`config.mk`:
```
export PLATFORM = sky130hd
export DESIGN_NAME = plaintext_scanner
export DESIGN_NICKNAME = d
export VERILOG_FILES = /design/src/rtl/arc_pkg.sv /design/src/rtl/edge_detector.sv /design/src/rtl/plaintext_scanner.sv
export SDC_FILE = /design/constraint.sdc
export NUM_CORES = 1
export LEC_CHECK = 0
export CAP_MARGIN = 20
export CORE_UTILIZATION = 55
export CTS_CLUSTER_DIAMETER = 80
export DETAILED_ROUTE_END_ITERATION = 8
export DONT_BUFFER_PORTS = 1
export HOLD_SLACK_MARGIN = 0.1
export PLACE_DENSITY = 0.7
export SLEW_MARGIN = 20
export SYNTH_ARGS = -nofsm -noshare
export SYNTH_HDL_FRONTEND = slang
export SYNTH_SLANG_ARGS = --single-unit
```
`constraint.sdc`:
```
create_clock -name clk -period 2.1 [get_ports clk]
set_input_delay 0.105 -clock clk [delete_from_list [all_inputs] [get_ports clk]]
set_output_delay 0.105 -clock clk [all_outputs]
set_load 0.05 [all_outputs]
```
`src/rtl/arc_pkg.sv`:
```
// Shared definitions for the RC4 plaintext scanner: FSM state encoding and
// the accepted plaintext alphabet bounds.
package arc_pkg;

  typedef enum logic [2:0] {
    ST_IDLE  = 3'd0,
    ST_READ  = 3'd1,
    ST_LATCH = 3'd2,
    ST_EMIT  = 3'd3,
    ST_DONE  = 3'd4
  } scan_state_t;

  localparam logic [7:0] CHAR_SPACE = 8'h20;
  localparam logic [7:0] CHAR_LO    = 8'h61;
  localparam logic [7:0] CHAR_HI    = 8'h7A;

endpackage

```
`src/rtl/edge_detector.sv`:
```
// Rising-edge detector: single-cycle pulse when i_sig is high and was low
// on the previous clock.
module edge_detector (
  input  logic clk,
  input  logic reset,
  input  logic i_sig,
  output logic o_pulse
);

  logic r_sig_q;

  always_ff @(posedge clk or posedge reset) begin
    if (reset) r_sig_q <= 1'b0;
    else       r_sig_q <= i_sig;
  end

  assign o_pulse = i_sig && !r_sig_q;

endmodule

```
`src/rtl/plaintext_scanner.sv`:
```
// Reads the decrypted message out of RAM-A, checks each byte against the
// plaintext alphabet and streams accepted bytes over a valid/ready channel.
//
// state | meaning
// IDLE  | waiting for the first start edge
// READ  | aAddr holds idx, RAM-A access in flight
// LATCH | capture aOut into byte_q and classify it
// EMIT  | offer byte_q on the stream until accepted
// DONE  | verdict held until the next start edge
module plaintext_scanner
  import arc_pkg::*;
#(
  parameter int RAM_WIDTH          = 8,
  parameter int MESSAGE_LENGTH     = 32,
  parameter int MESSAGE_LOG_LENGTH = 5
) (
  input  logic                          clk,
  input  logic                          reset,
  input  logic                          start,
  output logic [MESSAGE_LOG_LENGTH-1:0] aAddr,
  input  logic [RAM_WIDTH-1:0]          aOut,
  output logic [RAM_WIDTH-1:0]          char_data,
  output logic                          char_valid,
  input  logic                          char_ready,
  output logic                          busy,
  output logic                          done,
  output logic                          valid_msg,
  output logic [MESSAGE_LOG_LENGTH-1:0] bad_addr,
  output logic [MESSAGE_LOG_LENGTH:0]   char_count
);

  localparam logic [MESSAGE_LOG_LENGTH-1:0] LAST_IDX = MESSAGE_LOG_LENGTH'(MESSAGE_LENGTH - 1);
  localparam logic [MESSAGE_LOG_LENGTH-1:0] IDX_ONE  = MESSAGE_LOG_LENGTH'(1);
  localparam logic [MESSAGE_LOG_LENGTH:0]   CNT_ONE  = (MESSAGE_LOG_LENGTH + 1)'(1);

  scan_state_t                   r_state;
  logic [MESSAGE_LOG_LENGTH-1:0] r_idx;
  logic [MESSAGE_LOG_LENGTH-1:0] r_addr;
  logic [RAM_WIDTH-1:0]          r_byte;
  logic                          r_valid;
  logic                          r_busy;
  logic                          r_done;
  logic                          r_valid_msg;
  logic [MESSAGE_LOG_LENGTH-1:0] r_bad_addr;
  logic [MESSAGE_LOG_LENGTH:0]   r_count;
  logic                          w_start_pulse;
  logic                          w_accept;

  edge_detector u_start_edge (
    .clk     (clk),
    .reset   (reset),
    .i_sig   (start),
    .o_pulse (w_start_pulse)
  );

  // Classify the word being captured this cycle so the verdict lands with it.
  assign w_accept = (aOut == RAM_WIDTH'(CHAR_SPACE)) ||
                    ((aOut >= RAM_WIDTH'(CHAR_LO)) && (aOut <= RAM_WIDTH'(CHAR_HI)));

  always_ff @(posedge clk or posedge reset) begin
    if (reset) begin
      r_state     <= ST_IDLE;
      r_idx       <= '0;
      r_addr      <= '0;
      r_byte      <= '0;
      r_valid     <= 1'b0;
      r_busy      <= 1'b0;
      r_done      <= 1'b0;
      r_valid_msg <= 1'b0;
      r_bad_addr  <= '0;
      r_count     <= '0;
    end else begin
      case (r_state)
        ST_IDLE, ST_DONE: begin
          if (w_start_pulse) begin
            r_state     <= ST_READ;
            r_idx       <= '0;
            r_addr      <= '0;
            r_busy      <= 1'b1;
            r_done      <= 1'b0;
            r_valid_msg <= 1'b0;
            r_bad_addr  <= '0;
            r_count     <= '0;
          end
        end
        ST_READ: r_state <= ST_LATCH;
        ST_LATCH: begin
          r_byte <= aOut;
          if (w_accept) begin
            r_state <= ST_EMIT;
            r_valid <= 1'b1;
          end else begin
            r_state     <= ST_DONE;
            r_busy      <= 1'b0;
            r_done      <= 1'b1;
            r_valid_msg <= 1'b0;
            r_bad_addr  <= r_idx;
          end
        end
        ST_EMIT: begin
          if (char_ready) begin
            r_valid <= 1'b0;
            r_count <= r_count + CNT_ONE;
            if (r_idx == LAST_IDX) begin
              r_state     <= ST_DONE;
              r_busy      <= 1'b0;
              r_done      <= 1'b1;
              r_valid_msg <= 1'b1;
            end else begin
              r_idx   <= r_idx + IDX_ONE;
              r_addr  <= r_idx + IDX_ONE;
              r_state <= ST_READ;
            end
          end
        end
        default: r_state <= ST_IDLE;
      endcase
    end
  end

  assign aAddr      = r_addr;
  assign char_data  = r_byte;
  assign char_valid = r_valid;
  assign busy       = r_busy;
  assign done       = r_done;
  assign valid_msg  = r_valid_msg;
  assign bad_addr   = r_bad_addr;
  assign char_count = r_count;

endmodule

```
# Yosys cells after proc, flatten, opt, wreduce, memory -nomap -nowiden
# Index checks and enable logic that the tools add are counted.
dict set report op_classes {
  eq_ne 12
  mux 28
  magnitude_cmp 2
  n_reduce_logical 16
  n_addsub 2
}
# op count
set op_table {}
lappend op_table {{$mux 5} 4}
lappend op_table {{$pmux 5 s2} 2}
lappend op_table {{$mux 3} 4}
lappend op_table {{$mux 6} 2}
lappend op_table {{$pmux 3 s4} 1}
lappend op_table {{$pmux 6 s2} 1}
lappend op_table {{$mux 1} 10}
lappend op_table {{$ne 2x2->1 const B} 5}
lappend op_table {{$pmux 1 s3} 3}
lappend op_table {{$reduce_and 3->1} 3}
lappend op_table {{$eq 8x6->1 const B} 1}
lappend op_table {{$ge 8x7->1 const B} 1}
lappend op_table {{$le 8x7->1 const B} 1}
lappend op_table {{$add 6x1->6 const B} 1}
lappend op_table {{$eq 3x2->1 const B} 2}
lappend op_table {{$reduce_bool 2->1} 3}
lappend op_table {{$add 5x1->5 const B} 1}
lappend op_table {{$eq 5x5->1 const B} 1}
lappend op_table {{$reduce_and 5->1} 1}
lappend op_table {{$reduce_and 4->1} 1}
lappend op_table {{$eq 3x1->1 const B} 1}
lappend op_table {{$eq 3x3->1 const B} 1}
lappend op_table {{$logic_not 3->1} 1}
lappend op_table {{$reduce_bool 3->1} 1}
lappend op_table {{7 further kinds} 8}
dict set report totals {
  in_bits 12
  out_inout_bits 28
  ff_bits 32
  word_cells 70
}

# Depth between registers and ports, before layout
dict set report depth {
  depth_word 5
  depth_mapped 6
  depth_no_buf 6
}

# By module
# A second synthesis with hierarchy kept.
dict set report hier_totals {
  cells_unflattened 131
  area_unflattened_um2 1516.5
}
# module instances seq_area_each_um2 area_each_um2 cells_each
set by_module_without_submodules {}
lappend by_module_without_submodules {plaintext_scanner 1 775.7 1473.9 128}
lappend by_module_without_submodules {edge_detector 1 25.0 42.5 3}

# Worst setup path after synthesis
# Ideal clock, no wire load.
dict set report synth_path {
  kind {reg-to-reg}
  start {reg, netlist name aAddr[0]}
  end {reg r_addr[2], in the netlist aAddr[2]}
  stages_incl_launch_ff 7
  period_less_slack_ps 1845
  n_path_buf 0
  required_time_ps 1953
  setup_ps 147
  arrival_time_ps 1698
  setup_slack_ps 255
  cell_sequence {dfrtp_1 -> ha_1 -> and3_1 -> ha_1 -> nor3b_1 -> xnor2_1 -> nor2_1}
}
# element line
set synth_lines {}
lappend synth_lines {{to (signal assigned)} plaintext_scanner.sv:111} ;# r_addr <= r_idx + IDX_ONE;
lappend synth_lines {{to (decl)} plaintext_scanner.sv:38} ;# logic [MESSAGE_LOG_LENGTH-1:0] r_addr;

# Worst setup path in the final report
dict set report layout_path {
  start {reg r_state[0]}
  end {reg r_state[2]}
}
dict set report layout_between {
  elab_chain_cells 4
  word_cells_on_any_way 10
  classes_between {6 x eq/ne; 1 x mux; 3 x reduce/logical}
}
# element line
set layout_rtl {}
lappend layout_rtl {{from (decl)} plaintext_scanner.sv:36} ;# scan_state_t r_state;
lappend layout_rtl {{from (signal assigned)} plaintext_scanner.sv:62} ;# r_state <= ST_IDLE;
lappend layout_rtl {{from (signal assigned)} plaintext_scanner.sv:76} ;# r_state <= ST_READ;
lappend layout_rtl {{from (signal assigned)} plaintext_scanner.sv:86} ;# ST_READ: r_state <= ST_LATCH;
lappend layout_rtl {{$eq 3x3->1 / $logic_not 3->1 (equally long branches)} plaintext_scanner.sv:73} ;# case (r_state)
lappend layout_rtl {{$reduce_or 2->1} plaintext_scanner.sv:73}
lappend layout_rtl {{$ne 2x1->1 (no source line)} --}
lappend layout_rtl {{$reduce_and 2->1 (no source line)} --}
# Several ways; a longest one is shown, not always the timed one.
# A chain may end at the register's enable or synchronous reset.

==> impl_results.md <==
* Sequential cell fraction of total power at 61.2%
* Clock tree from TritonCTS: yes
* Switching part of the total at 44.6%
* Switching power at 920 uW
* Startpoint type of the worst setup path: flop
* Part of the Yosys area used for sequential elements at 54.2%
* Endpoint, Worst Hold: bad_addr[2]
* Post-CTS Setup Bufs at 0
* Setup TNS at 0 ps
* Die Footprint at 2900 um^2
* Cells on Worst Hold Path at 3
* Fraction of synthesis flops using an asynchronous set or reset pin at 100%
* Total vias in the final route at 1085
* Maximum frequency from static timing analysis at 530 MHz
* Worst-case clock skew at 7.81 ps
* Wirelength per Cell at 16.1 um
* Detail Route Antenna Nets at 0
* Via count normalized by instance count at 5.59
* Number of antenna violations at the first check in global routing at 0
* Die Height at 53.8 um
* Power density over cell area at 1160 nW/um^2
* GRT overflow at 0
* Final setup fails at 0
* Clock slew at the register clock pins of the worst setup and hold paths at 90 ps
* Nets@finish at 179
* Number of DRC markers in iteration 0 at 25
* Crit. Startpoint: r_state[0]
* Clock Path Buffers at 2
* Total of hold buffers inserted after clock tree synthesis at 11
* Unrepaired setup endpoints after global routing: false
* Mapped Cells at 136
* Number of standard cells in the layout, taps in and fillers out at 194
* Slack of the worst reg-to-reg path at 210 ps
* Signed area change from the synthesized netlist to the final layout at 19.9%
* Reported leakage power at 0.792 nW
* Maximum capacitance violations at 0
* Proportion of layout cells with a drive suffix above 1 at 22.6%
* Worst setup path class: reg2reg
* ANT cells at 0
* Logic gate share of total power at 20.2%
* Maximum net fanout on the critical path at 7
* Worst R2R Path Depth at 5
* Horizontal die dimension at 53.8 um
* Number of top-level pins at 40
* Net count after synthesis at 151
* VDD IR max at 1.25 mV
* Max-slew violation count at 0
* Initial DRT Pass Iterations at 4
* Worst-case headroom to the max-slew limit at 64.2%
* Quantity of I/O buffers inserted on ports at 0
* Synth Register Bits at 32
* GRT Util Overall at 24.5%
* Clk root buf: clkbuf_4
* Sinks on the clock net at 32
* Placed cells at 176
* Count of distinct cell types in the synthesized netlist at 35
* Period utilisation layout at 89.8%
* Largest net degree at the start of global routing at 33
* Vias in the first global route at 1075
* Final GP Congestion at 0.844
* Arrival time worst endpoint at 2090 ps
* DR DRC count at 0
* Syn Std Cell Area at 1480 um^2
* Initial core utilization at 59.1%
* Leading cell type in the layout, fill and taps excluded: dfrtp_1
* Measured slew at the worst slew-check pin at 537 ps
* Worst flop-to-flop path endpoint: r_state[2]
* Endpoints failing hold at 0
* Post-layout minimum cycle time at 1890 ps
* Mean cell area of the mapped netlist at 10.9 um^2
* Beginning of the worst hold path: aOut[5]
* Leading cell types in the layout, fill and taps excluded: dfrtp_1 (32), nand2_1 (15), buf_4 (14)
* First-pass GRT wire length at 4820 um
* DPL Wire Length at 2180 um
* Maximum level of the CTS H-tree at 2
* Critical path required time at 2300 ps
* Tot Pwr at 2.06 mW
* Startpoint of the most critical register-to-register path: r_state[0]
* Core region area at 2500 um^2
* Hold WC Path Type: in2reg
* Total of cells resized after clock tree synthesis at 0
* Endpoint kind of the worst setup timing path: flop
* Count of flip-flops with a built-in enable after synthesis at 0
* Internal power contribution at 1.14 mW
* Clock share of power at 18.6%
* Result of the run: finished clean
* Clock buffer count from CTS at 5
* Post-Route WL at 3120 um
* Number of placement rows at 18
* Source-to-sink clock delay at the later pin of the worst-skew pair at 330 ps
* Top_reg_cell synth: dfrtp_1
* Total of warnings raised by yosys at 0
==> stage by stage <==
stage / utilization (%) / setup WS (ps) / instance area, um^2 / hold slack (ps)
6_report: 70.8 / 214 / 1770 / 122
2_1_floorplan: - / 255 / 1480 / 136
3_3_place_gp: 63.8 / 344 / 1600 / 92.4
3_5_place_dp: 63.8 / 246 / 1600 / 98.2
4_1_cts: 70.8 / 231 / 1770 / 106
5_1_grt: 70.8 / 53.1 / 1770 / 112
==> cells in the mapped netlist (2+ instances only) <==
library cell | n | area, um^2
dfrtp_1 | 32 | 801
nand2_1 | 15 | 56.3
inv_1 | 10 | 37.5
nor2_1 | 10 | 37.5
mux2_2 | 8 | 90.1
o21ai_0 | 8 | 40.0
nand3_1 | 6 | 30.0
o32ai_1 | 5 | 43.8
xnor2_1 | 5 | 43.8
a21oi_1 | 3 | 15.0
ha_1 | 3 | 37.5
nand2b_1 | 3 | 18.8
nor3_1 | 3 | 15.0
clkbuf_1 | 2 | 7.51
o2111ai_1 | 2 | 17.5
or3_1 | 2 | 12.5
==> worst max path at each step <==
stage	to	slack (ps)	cells past startpoint
final	r_state[2]	210	5
after global routing	r_state[2]	50	5
after CTS	r_state[2]	230	5
after detailed placement	r_state[2]	250	5
after global placement	r_state[2]	340	5
after floorplan	aAddr[2]	260	6
==> kinds of logic after synthesis <==
kind of cell               count (synthesis)  share of synthesized area [%]
AOI/OAI and AO/OA                         24                           11.3
muxes                                      9                           6.78
adders and majority gates                  3                           2.54
DFF                                       32                           54.2
and+or+nand+nor                           49                           18.1
xor gates and xnor gates                   5                           2.97
buffers and inverters                     14                           4.15
==> per-layer routing <==
metal  share of wire [%]  routed length, um  vias up  global-route usage [%]
met5                   0                  0        -                       0
met4                 2.7                 84        0                    15.4
met3                 5.4                170       12                    7.91
met2                  48               1500       34                    38.1
met1                  44               1370      513                    29.2
li1                    -                  -      526                       -
==> cell type report <==
class | count | area, um^2
tap | 30 | 37.5
inverter | 10 | 37.5
timing repair buffer | 25 | 215
multi-input combinational | 90 | 614
sequential | 32 | 801
fill | 187 | 729
clock buffer | 7 | 65.1
==> critical path: stages (launching register included) <==
cell       delay (ps)
dfrtp_1           480
nor3b_2           440
o2111ai_1         220
a21oi_2           320
buf_4             210
o21ai_0            90
==> power by group through the flow <==
| stage | clock network (mW) | registers [mW] | logic [mW] |
|---|---|---|---|
| detailed placement | 0 | 1.27 | 0.394 |
| global route | 0.421 | 1.28 | 0.458 |
| finish | 0.382 | 1.26 | 0.416 |
| global placement | 0 | 1.26 | 0.382 |
| floorplan | 0 | 1.29 | 0.268 |
| CTS | 0.394 | 1.26 | 0.411 |
==> state kept, by name (all words and copies together), names as in the netlist <==
register	flops
char_count	6
u_start_edge.r_sig_q	1
bad_addr	5
char_data	8
busy	1
r_state	3
char_valid	1
done	1
valid_msg	1
aAddr	5
(Power assumes the default switching activity.)
